## config.mk

```make
export PLATFORM = sky130hd
export DESIGN_NAME = me_mb_scheduler
export DESIGN_NICKNAME = d
export VERILOG_FILES = /design/src/rtl/me_pkg.sv /design/src/rtl/me_rec_fifo.sv /design/src/rtl/me_mb_scheduler.sv
export SDC_FILE = /design/constraint.sdc
export NUM_CORES = 1
export LEC_CHECK = 0
export ABC_AREA = 1
export BUFFER_PORTS_ARGS = -buffer_cell sky130_fd_sc_hd__buf_4
export CORE_ASPECT_RATIO = 0.9
export CORE_MARGIN = 4
export CORE_UTILIZATION = 51
export DETAILED_ROUTE_END_ITERATION = 6
export HOLD_SLACK_MARGIN = 0.03
export PLACE_DENSITY = 0.76
export REMOVE_ABC_BUFFERS = 1
export SETUP_SLACK_MARGIN = 0.4
export SLEW_MARGIN = 20
export SYNTH_ARGS = -nofsm -noshare
export SYNTH_HDL_FRONTEND = slang
export SYNTH_HIERARCHICAL = 1
export SYNTH_SLANG_ARGS = --single-unit
```

## constraint.sdc

```tcl
create_clock -name clk -period 3.9 [get_ports clk]
set_input_delay 0.585 -clock clk [delete_from_list [all_inputs] [get_ports clk]]
set_output_delay 0.585 -clock clk [all_outputs]
set_load 0.03 [all_outputs]
```

## src/rtl/me_pkg.sv

```systemverilog
// rtl/me_pkg.sv - shared constants, FSM states and record type for the MB scheduler
package me_pkg;

  localparam int FRAME_WIDTH     = 352;
  localparam int FRAME_HEIGHT    = 240;
  localparam int MB_SIZE         = 16;
  localparam int MB_COLS         = FRAME_WIDTH / MB_SIZE;
  localparam int MB_ROWS         = FRAME_HEIGHT / MB_SIZE;
  localparam int FIFO_DEPTH      = 8;
  localparam int WATCHDOG_CYCLES = 50000;

  typedef enum logic [2:0] {
    ST_IDLE,
    ST_ISSUE,
    ST_WAIT,
    ST_PUSH,
    ST_DRAIN
  } me_state_t;

  typedef struct packed {
    logic [4:0]        mb_x;
    logic [3:0]        mb_y;
    logic signed [5:0] mv_x;
    logic signed [5:0] mv_y;
    logic [15:0]       sad;
    logic              last;
  } me_rec_t;

endpackage

```

## src/rtl/me_rec_fifo.sv

```systemverilog
// rtl/me_rec_fifo.sv - synchronous record FIFO with full/empty flags
// A push while full is accepted only when a pop frees a slot in the same cycle.
module me_rec_fifo
  import me_pkg::*;
#(
  parameter int DEPTH = 8
) (
  input  logic    clk,
  input  logic    rst,
  input  logic    push,
  input  me_rec_t wr_data,
  input  logic    pop,
  output me_rec_t rd_data,
  output logic    full,
  output logic    empty
);

  localparam int AW = $clog2(DEPTH);

  me_rec_t       mem [DEPTH];
  logic [AW:0]   wr_ptr;
  logic [AW:0]   rd_ptr;
  logic          do_push;
  logic          do_pop;

  assign empty   = (wr_ptr == rd_ptr);
  assign full    = (wr_ptr[AW] != rd_ptr[AW]) && (wr_ptr[AW-1:0] == rd_ptr[AW-1:0]);
  assign do_pop  = pop && !empty;
  assign do_push = push && (!full || do_pop);

  always_ff @(posedge clk or posedge rst) begin
    if (rst) begin
      wr_ptr <= '0;
      rd_ptr <= '0;
    end else begin
      if (do_push) wr_ptr <= wr_ptr + (AW+1)'(1);
      if (do_pop)  rd_ptr <= rd_ptr + (AW+1)'(1);
    end
  end

  always_ff @(posedge clk) begin
    if (do_push) mem[wr_ptr[AW-1:0]] <= wr_data;
  end

  // Empty reads return zero so the record outputs are clean out of reset.
  assign rd_data = empty ? '0 : mem[rd_ptr[AW-1:0]];

endmodule

```

## src/rtl/me_mb_scheduler.sv

```systemverilog
// rtl/me_mb_scheduler.sv - raster-order macroblock sequencer feeding the hexbs ME core
// Optional per-MB watchdog is built when ME_WATCHDOG_EN is defined.
module me_mb_scheduler #(
  parameter int FRAME_WIDTH     = me_pkg::FRAME_WIDTH,
  parameter int FRAME_HEIGHT    = me_pkg::FRAME_HEIGHT,
  parameter int MB_SIZE         = me_pkg::MB_SIZE,
  parameter int FIFO_DEPTH      = me_pkg::FIFO_DEPTH,
  parameter int WATCHDOG_CYCLES = me_pkg::WATCHDOG_CYCLES
) (
  input  logic               clk,
  input  logic               rst,
  input  logic               frame_start,
  input  logic [31:0]        cur_base,
  input  logic [31:0]        ref_base,
  output logic               frame_busy,
  output logic               frame_done,
  output logic               me_start,
  output logic [31:0]        me_frame_start_addr,
  output logic [31:0]        me_ref_start_addr,
  output logic [31:0]        me_mb_x,
  output logic [31:0]        me_mb_y,
  input  logic signed [5:0]  me_mv_x,
  input  logic signed [5:0]  me_mv_y,
  input  logic [15:0]        me_sad,
  input  logic               me_done,
  output logic               out_valid,
  input  logic               out_ready,
  output logic [4:0]         out_mb_x,
  output logic [3:0]         out_mb_y,
  output logic signed [5:0]  out_mv_x,
  output logic signed [5:0]  out_mv_y,
  output logic [15:0]        out_sad,
  output logic               out_last,
  output logic               err_timeout
);

  import me_pkg::*;

  localparam int         COLS   = FRAME_WIDTH / MB_SIZE;
  localparam int         ROWS   = FRAME_HEIGHT / MB_SIZE;
  localparam logic [4:0] LAST_X = 5'(COLS - 1);
  localparam logic [3:0] LAST_Y = 4'(ROWS - 1);

  me_state_t         state, state_nxt;
  logic [4:0]        mb_x;
  logic [3:0]        mb_y;
  logic signed [5:0] cap_mv_x, cap_mv_y;
  logic [15:0]       cap_sad;
  logic              is_last, fifo_full, fifo_empty, fifo_push, fifo_pop;
  logic              timeout, rec_done, last_popped;
  me_rec_t           wr_rec, rd_rec;

  assign is_last     = (mb_x == LAST_X) && (mb_y == LAST_Y);
  assign fifo_push   = (state == ST_PUSH) && !fifo_full;
  assign fifo_pop    = out_valid && out_ready;
  assign last_popped = fifo_pop && rd_rec.last;
  assign rec_done    = (state == ST_WAIT) && (me_done || timeout);

`ifdef ME_WATCHDOG_EN
  localparam int WD_W = $clog2(WATCHDOG_CYCLES + 1);
  logic [WD_W-1:0] wd_cnt;

  always_ff @(posedge clk or posedge rst) begin
    if (rst)                    wd_cnt <= '0;
    else if (state == ST_ISSUE) wd_cnt <= '0;
    else if (state == ST_WAIT)  wd_cnt <= wd_cnt + WD_W'(1);
  end

  assign timeout = (wd_cnt == WD_W'(WATCHDOG_CYCLES - 1)) && !me_done;

  always_ff @(posedge clk or posedge rst) begin
    if (rst)                                   err_timeout <= 1'b0;
    else if (state == ST_IDLE && frame_start)  err_timeout <= 1'b0;
    else if (state == ST_WAIT && timeout)      err_timeout <= 1'b1;
  end
`else
  assign timeout     = 1'b0;
  assign err_timeout = 1'b0;
`endif

  always_ff @(posedge clk or posedge rst) begin
    if (rst) state <= ST_IDLE;
    else     state <= state_nxt;
  end

  always_comb begin
    state_nxt  = state;
    me_start   = 1'b0;
    frame_busy = (state != ST_IDLE);
    unique case (state)
      ST_IDLE:  if (frame_start) state_nxt = ST_ISSUE;
      ST_ISSUE: begin
        me_start  = 1'b1;
        state_nxt = ST_WAIT;
      end
      ST_WAIT:  if (rec_done) state_nxt = ST_PUSH;
      ST_PUSH:  if (!fifo_full) state_nxt = is_last ? ST_DRAIN : ST_ISSUE;
      ST_DRAIN: if (last_popped) state_nxt = ST_IDLE;
      default:  state_nxt = ST_IDLE;
    endcase
  end

  always_ff @(posedge clk or posedge rst) begin
    if (rst) begin
      me_frame_start_addr <= '0;
      me_ref_start_addr   <= '0;
      mb_x                <= '0;
      mb_y                <= '0;
      cap_mv_x            <= '0;
      cap_mv_y            <= '0;
      cap_sad             <= '0;
      frame_done          <= 1'b0;
    end else begin
      frame_done <= 1'b0;
      unique case (state)
        ST_IDLE: if (frame_start) begin
          me_frame_start_addr <= cur_base;
          me_ref_start_addr   <= ref_base;
          mb_x                <= '0;
          mb_y                <= '0;
        end
        ST_WAIT: if (me_done) begin
          cap_mv_x <= me_mv_x;
          cap_mv_y <= me_mv_y;
          cap_sad  <= me_sad;
        end else if (timeout) begin
          cap_mv_x <= '0;
          cap_mv_y <= '0;
          cap_sad  <= 16'hFFFF;
        end
        // Coordinates move only once the record is safely in the FIFO.
        ST_PUSH: if (!fifo_full && !is_last) begin
          if (mb_x == LAST_X) begin
            mb_x <= '0;
            mb_y <= mb_y + 4'd1;
          end else begin
            mb_x <= mb_x + 5'd1;
          end
        end
        ST_DRAIN: if (last_popped) frame_done <= 1'b1;
        default: ;
      endcase
    end
  end

  assign me_mb_x = {27'd0, mb_x};
  assign me_mb_y = {28'd0, mb_y};

  assign wr_rec = '{mb_x: mb_x, mb_y: mb_y, mv_x: cap_mv_x, mv_y: cap_mv_y,
                    sad: cap_sad, last: is_last};

  me_rec_fifo #(
    .DEPTH (FIFO_DEPTH)
  ) u_fifo (
    .clk     (clk),
    .rst     (rst),
    .push    (fifo_push),
    .wr_data (wr_rec),
    .pop     (fifo_pop),
    .rd_data (rd_rec),
    .full    (fifo_full),
    .empty   (fifo_empty)
  );

  assign out_valid = !fifo_empty;
  assign out_mb_x  = rd_rec.mb_x;
  assign out_mb_y  = rd_rec.mb_y;
  assign out_mv_x  = rd_rec.mv_x;
  assign out_mv_y  = rd_rec.mv_y;
  assign out_sad   = rd_rec.sad;
  assign out_last  = rd_rec.last;

endmodule
```

### Yosys cells after proc, flatten, opt, wreduce, memory -nomap -nowiden

Memory sizes are Yosys's and may differ from the RTL's.
Index checks and enable logic that the tools add are counted.

| word-level totals | value |
|---|---|
| bits in registers | 113 |
| RAM bits | 304 |
| input bits | 97 |
| output and inout port bits | 171 |
| memories kept | 1 |

Memories:

| name | words | width | rd ports | clocked after memory_dff | write ports | line | RTL |
|---|---|---|---|---|---|---|---|
| u_fifo.mem | 8 | 38 | 1 | 0 | 1 | me_rec_fifo.sv:20 | `me_rec_t mem [DEPTH];` |

| cells by class | value |
|---|---|
| add/subtract/negate cells | 4 |
| eq/ne operators | 15 |
| multiplexer cells | 20 |
| reductions and logical operators | 21 |

Operators by type and width:

| kind | count |
|---|---|
| $mux 38 | 1 |
| $mux 3 | 5 |
| $mux 5 | 3 |
| $pmux 3 s5 | 1 |
| $add 4x1->4 const B | 3 |
| $mux 4 | 3 |
| $ne 2x2->1 const B | 5 |
| $pmux 5 s2 | 1 |
| $logic_and 1x1->1 | 9 |
| $pmux 4 s2 | 1 |
| $reduce_and 4->1 | 2 |
| $eq 3x2->1 const B | 2 |
| $add 5x1->5 const B | 1 |
| $eq 5x5->1 const B | 1 |
| $mux 1 | 5 |
| $eq 4x4->1 | 1 |
| $eq 4x4->1 const B | 1 |
| $reduce_and 2->1 | 2 |
| $eq 3x1->1 const B | 1 |
| $eq 3x3->1 | 1 |
| $eq 3x3->1 const B | 1 |
| $logic_not 1->1 | 3 |
| $logic_not 3->1 | 1 |
| $reduce_and 3->1 | 1 |
| 5 further kinds | 5 |

### Longest topological paths before layout

| depth | value |
|---|---|
| depth in word-level cells | 8 |
| depth in mapped cells | 15 |

### Cells and area by module

Netlist, hierarchy kept.

Modules (own cells, without submodules):

| module | times used | cells each | area each (µm²) | sequential area each (µm²) |
|---|---|---|---|---|
| me_rec_fifo | 1 | 982 | 12487.0 | 9328.9 |
| me_mb_scheduler | 1 | 382 | 4928.5 | 2627.5 |

### Least setup slack after synthesis

OpenSTA, ideal clock, no wires.

| path | value |
|---|---|
| path kind | reg2reg |
| start | register u_fifo.rd_ptr[1] |
| end | memory u_fifo/mem[2][0] in the netlist's numbering (enable) |
| library setup time | 433 ps |
| arrival time | 3315 ps |
| setup slack | 152 ps |
| cell stages (with the launch flop) | 14 |
| path buffers | 2 |
| clock period less this slack | 3748 ps |
| path through | dfrtp_1 buf_4 inv_2 nand2_1 nand2_2 nor2_8 nand3_4 buf_6 inv_1 nor2_1 inv_1 nand4_4 nand3_1 nor2_1 |

| on the way | value |
|---|---|
| word-level cells in the longest chain between the ends | 8 |

RTL lines:

| what | line | RTL |
|---|---|---|
| from (decl) | me_rec_fifo.sv:22 | `logic [AW:0] rd_ptr;` |
| from (signal assigned) | me_rec_fifo.sv:37 | `if (do_pop) rd_ptr <= rd_ptr + (AW+1)'(1);` |
| $eq 4x4->1 | me_rec_fifo.sv:26 | `assign empty = (wr_ptr == rd_ptr);` |
| net fifo_empty | me_mb_scheduler.sv:49 | `logic is_last, fifo_full, fifo_empty, fifo_push, fifo_pop;` |
| $logic_not 1->1 | me_mb_scheduler.sv:165 | `assign out_valid = !fifo_empty;` |
| $logic_and 1x1->1 | me_mb_scheduler.sv:55 | `assign fifo_pop = out_valid && out_ready;` |
| net fifo_pop | me_mb_scheduler.sv:49 |  |
| $logic_and 1x1->1 | me_rec_fifo.sv:28 | `assign do_pop = pop && !empty;` |
| $logic_or 1x1->1 | me_rec_fifo.sv:29 | `assign do_push = push && (!full \|\| do_pop);` |
| $logic_and 1x1->1 | me_rec_fifo.sv:29 |  |
| $mux 1 | me_rec_fifo.sv:42 | `if (do_push) mem[wr_ptr[AW-1:0]] <= wr_data;` |
| $mux 1 (implied by the code) | me_rec_fifo.sv:42 |  |
| to (decl) | me_rec_fifo.sv:20 |  |

The timed path passes the listed nets, and every way through them passes these cells.

### Worst setup path in the final report

| path | value |
|---|---|
| start | register u_fifo.rd_ptr[1] |
| end | output port out_mv_x[2] |

| on the way | value |
|---|---|
| word-level cells in the longest chain between the ends | 2 |

RTL lines:

| what | line | RTL |
|---|---|---|
| $mem_v2 8x38 / $eq 4x4->1 (equally long branches) | -- |  |
| $mux 38 * | me_rec_fifo.sv:46 | `assign rd_data = empty ? '0 : mem[rd_ptr[AW-1:0]];` |
| to (decl) | me_mb_scheduler.sv:30 | `output logic signed [5:0] out_mv_x,` |

Every way passes the cells marked *; elsewhere a longest branch is shown, timed or not.

==> run metrics <==
maxcap violations=0; Reg2Reg Depth=12; drt first pass iters=5; Worst Clk Skew=16.9 ps; Port-buffer cells=211; unrepaired setup endpoints after global routing=yes; max-slew violations=0; core area=33300 sq um; fin crit share=85.1%; pwr dens=897 nW/um^2; CP endpoint kind=primary output; GRT Overall Usage=21.0%; DIE WIDTH=203 um; register area share after synthesis=68.7%; Clock Path Buffers=3; Post-Route WL=40400 um; relative slew slack=46.9%; Synth Cell Area=17400 sq um; layout cells sized above 1=26.9%; flop and latch count out of synthesis=417; clk slew on worst S/H paths=70 ps; hold crit path type=in2reg; Setup WS post-layout=582 ps; worst reg2reg path endpoint=u_fifo/mem[6][18]; initial antenna violation count=0; final hold viol count=0; Util after Layout=62.1%; DIE HEIGHT=183 um; R2R Path Start=u_fifo/rd_ptr[0]; Antenna Nets Post-Route=0; Period minus WS final=3320 ps; drt wl/cell=19.6 um; Syn Inst Count=1364; area grow syn2layout=18.9%; TNS Setup=0 ps; initial core utilization=52.2%; Filler cells=2494; GP Congestion=0.827; WHS Path Cells=2; R2R Setup Slk=900 ps; Top Ports=268; first-pass GRT wire length=62000 um; number of diodes=0; fmax=301 MHz; yosys warns=6; CP required=3310 ps; CP arrival=2730 ps; nets=1676; vias per std cell=5.40; total grt overflow=0; Final setup viols=0; Root Buffer Master=clkbuf_16; pin count of the biggest net entering global routing=154; count of unique library cells instantiated by Yosys=36; leakage power=8.21 nW; Max VDD drop=566 uV; worst hold start=me_sad[0]; die area=37200 sq um; H-tree depth=2; Hold Path End=cap_sad[0]; hold slack final=261 ps; crit start category=register; Row Count=63; Vias=11130; worst slack, placed=769 ps; # clock sinks=417; remaining routing DRC violations=0; CTS buffer count=42; Post-Syn Area per Cell=12.8 sq um; Worst Path Max Fanout=72; DPL Wire Length=24200 um; starting DRC count in detailed routing=987; TritonCTS clock tree=done; crit path kind=reg2out; status=finished, final reports clean; worst-margin pin slew=796 ps; Worst-Skew Late Latency=550 ps; number of global-route vias before repair=11315
## report_power, final
group	internal [mW]	switching (mW)
Combinational	2.76	4.85
Sequential	6.01	0.872
Clock	2.40	1.68
Total	11.2	7.40
## Yosys cell counts
cell type	instances	area [sq um]
o21ai_1	60	300
mux2_4	50	751
nand2_1	74	278
nand4_4	1	21.3
nor2_8	1	20.0
nand2_2	6	37.5
dfrtp_1	113	2830
inv_2	6	22.5
buf_2	23	115
buf_8	2	30.0
nand3_4	2	35.0
o22ai_1	38	238
nor3_1	2	10.0
o21bai_1	2	15.0
buf_6	13	146
o21ai_0	170	851
nand4_1	2	12.5
ha_1	6	75.1
xor2_1	1	8.76
clkbuf_1	21	78.8
buf_4	63	473
buf_1	3	11.3
nor2_1	293	1100
nand3_1	24	120
edfxtp_1	304	9130
nor2_4	1	11.3
mux2_2	42	473
conb_1	1	3.75
nand3_2	2	20.0
clkbuf_2	6	30.0
xor2_2	1	16.3
inv_1	24	90.1
nand3b_1	1	7.51
xnor2_2	1	16.3
xnor2_1	4	35.0
nor4_1	1	6.26
## cell usage in the layout, fill, tap and decap left out, types with 2 or more instances in the layout
cell type / n
o22ai_1: 38
buf_6: 2
dfrtp_1: 110
dfrtp_4: 2
o21bai_1: 2
nand3_1: 24
nand2_2: 6
xnor2_1: 4
nor2_1: 286
clkinv_8: 2
clkinv_1: 4
buf_4: 231
nand2_1: 74
buf_12: 4
clkbuf_8: 6
nor3_1: 2
clkinv_2: 10
nand4_1: 2
bufinv_16: 4
clkbuf_16: 44
o21ai_0: 170
inv_4: 2
inv_1: 22
edfxtp_1: 304
o21ai_1: 60
conb_1: 56
ha_1: 6
mux2_4: 50
nand3_4: 3
nor2_4: 8
mux2_2: 42
inv_2: 5
clkbuf_1: 6
clkinvlp_4: 3
## cells by family (layout without fill, tap and decap cells)
group,after synthesis,in the layout,synth area share [%]
AOI/OAI and AO/OA,270,270,8.06
xor gates and xnor gates,7,7,0.438
adders and majority gates,6,6,0.431
buffers and inverters,161,349,5.73
DFF,417,417,68.7
muxes,92,92,7.03
other,1,56,0.0215
and+or+nand+nor,410,410,9.64
## final cells by class
cell class	count	area, sq um	share of cell area [%]
multi-input cells	841	4730	22.8
flip-flops and latches	417	12000	57.8
inverters	30	118	0.568
repair buffers	241	1910	9.24
clock buffers	54	1170	5.64
clock inverters	24	254	1.23
well taps	455	569	2.75
## worst max-delay path by stage
stage,start,to,depth (start not counted)
2_1_floorplan,u_fifo/rd_ptr[0],u_fifo/mem[2][0],11
3_3_place_gp,u_fifo/rd_ptr[1],u_fifo/mem[6][27],11
3_5_place_dp,u_fifo/rd_ptr[1],u_fifo/mem[6][5],11
4_1_cts,u_fifo/rd_ptr[0],out_last,7
5_1_grt,u_fifo/rd_ptr[1],out_sad[12],6
6_report,u_fifo/rd_ptr[1],out_mv_x[2],6
## repair_timing
item / CTS / global route
endpoints found under the setup margin: 29 / 11
cloned: 0 / 1
gates resized for setup: 4 / 2
hold buffers: 1 / 0
buffers inserted: 0 / 1
endpoints found under the hold margin: 8 / 0
## state kept, by name (all words and copies together), names as in the netlist, 5 cells and up
register	cells
me_ref_start_addr	32
cap_mv_x	6
mb_x	5
cap_sad	16
me_frame_start_addr	32
u_fifo/mem	304
cap_mv_y	6
## worst max-delay path, cell delays in order, from the launching register on
cell and delay [ps]:
dfrtp_4 740, clkbuf_8 490, o21ai_0 180, o22ai_1 180, nor2_1 60, nor2_1 230
buf_4 210
## stage by stage
step           cell area (sq um)  instances  total power [mW]
4_1_cts                    20700       2060              18.6
6_report                   20700       2062              18.6
3_5_place_dp               19200       1981              14.5
3_3_place_gp               19200       1981              14.3
5_1_grt                    20700       2062              19.5
2_1_floorplan              16700       1288              11.6
## routing by layer
layer  routed length [um]  global-route usage (%)  part of all wire [%]  vias up
met1                16000                    27.5                    40     5456
met3                 3900                    5.64                   9.6       58
met5                    0                       0                     0        -
met4                  710                    5.10                   1.8        0
met2                19800                    35.5                    49      515
li1                     -                       -                     -     5101
No activity file was read; power rests on OpenSTA's default activity.
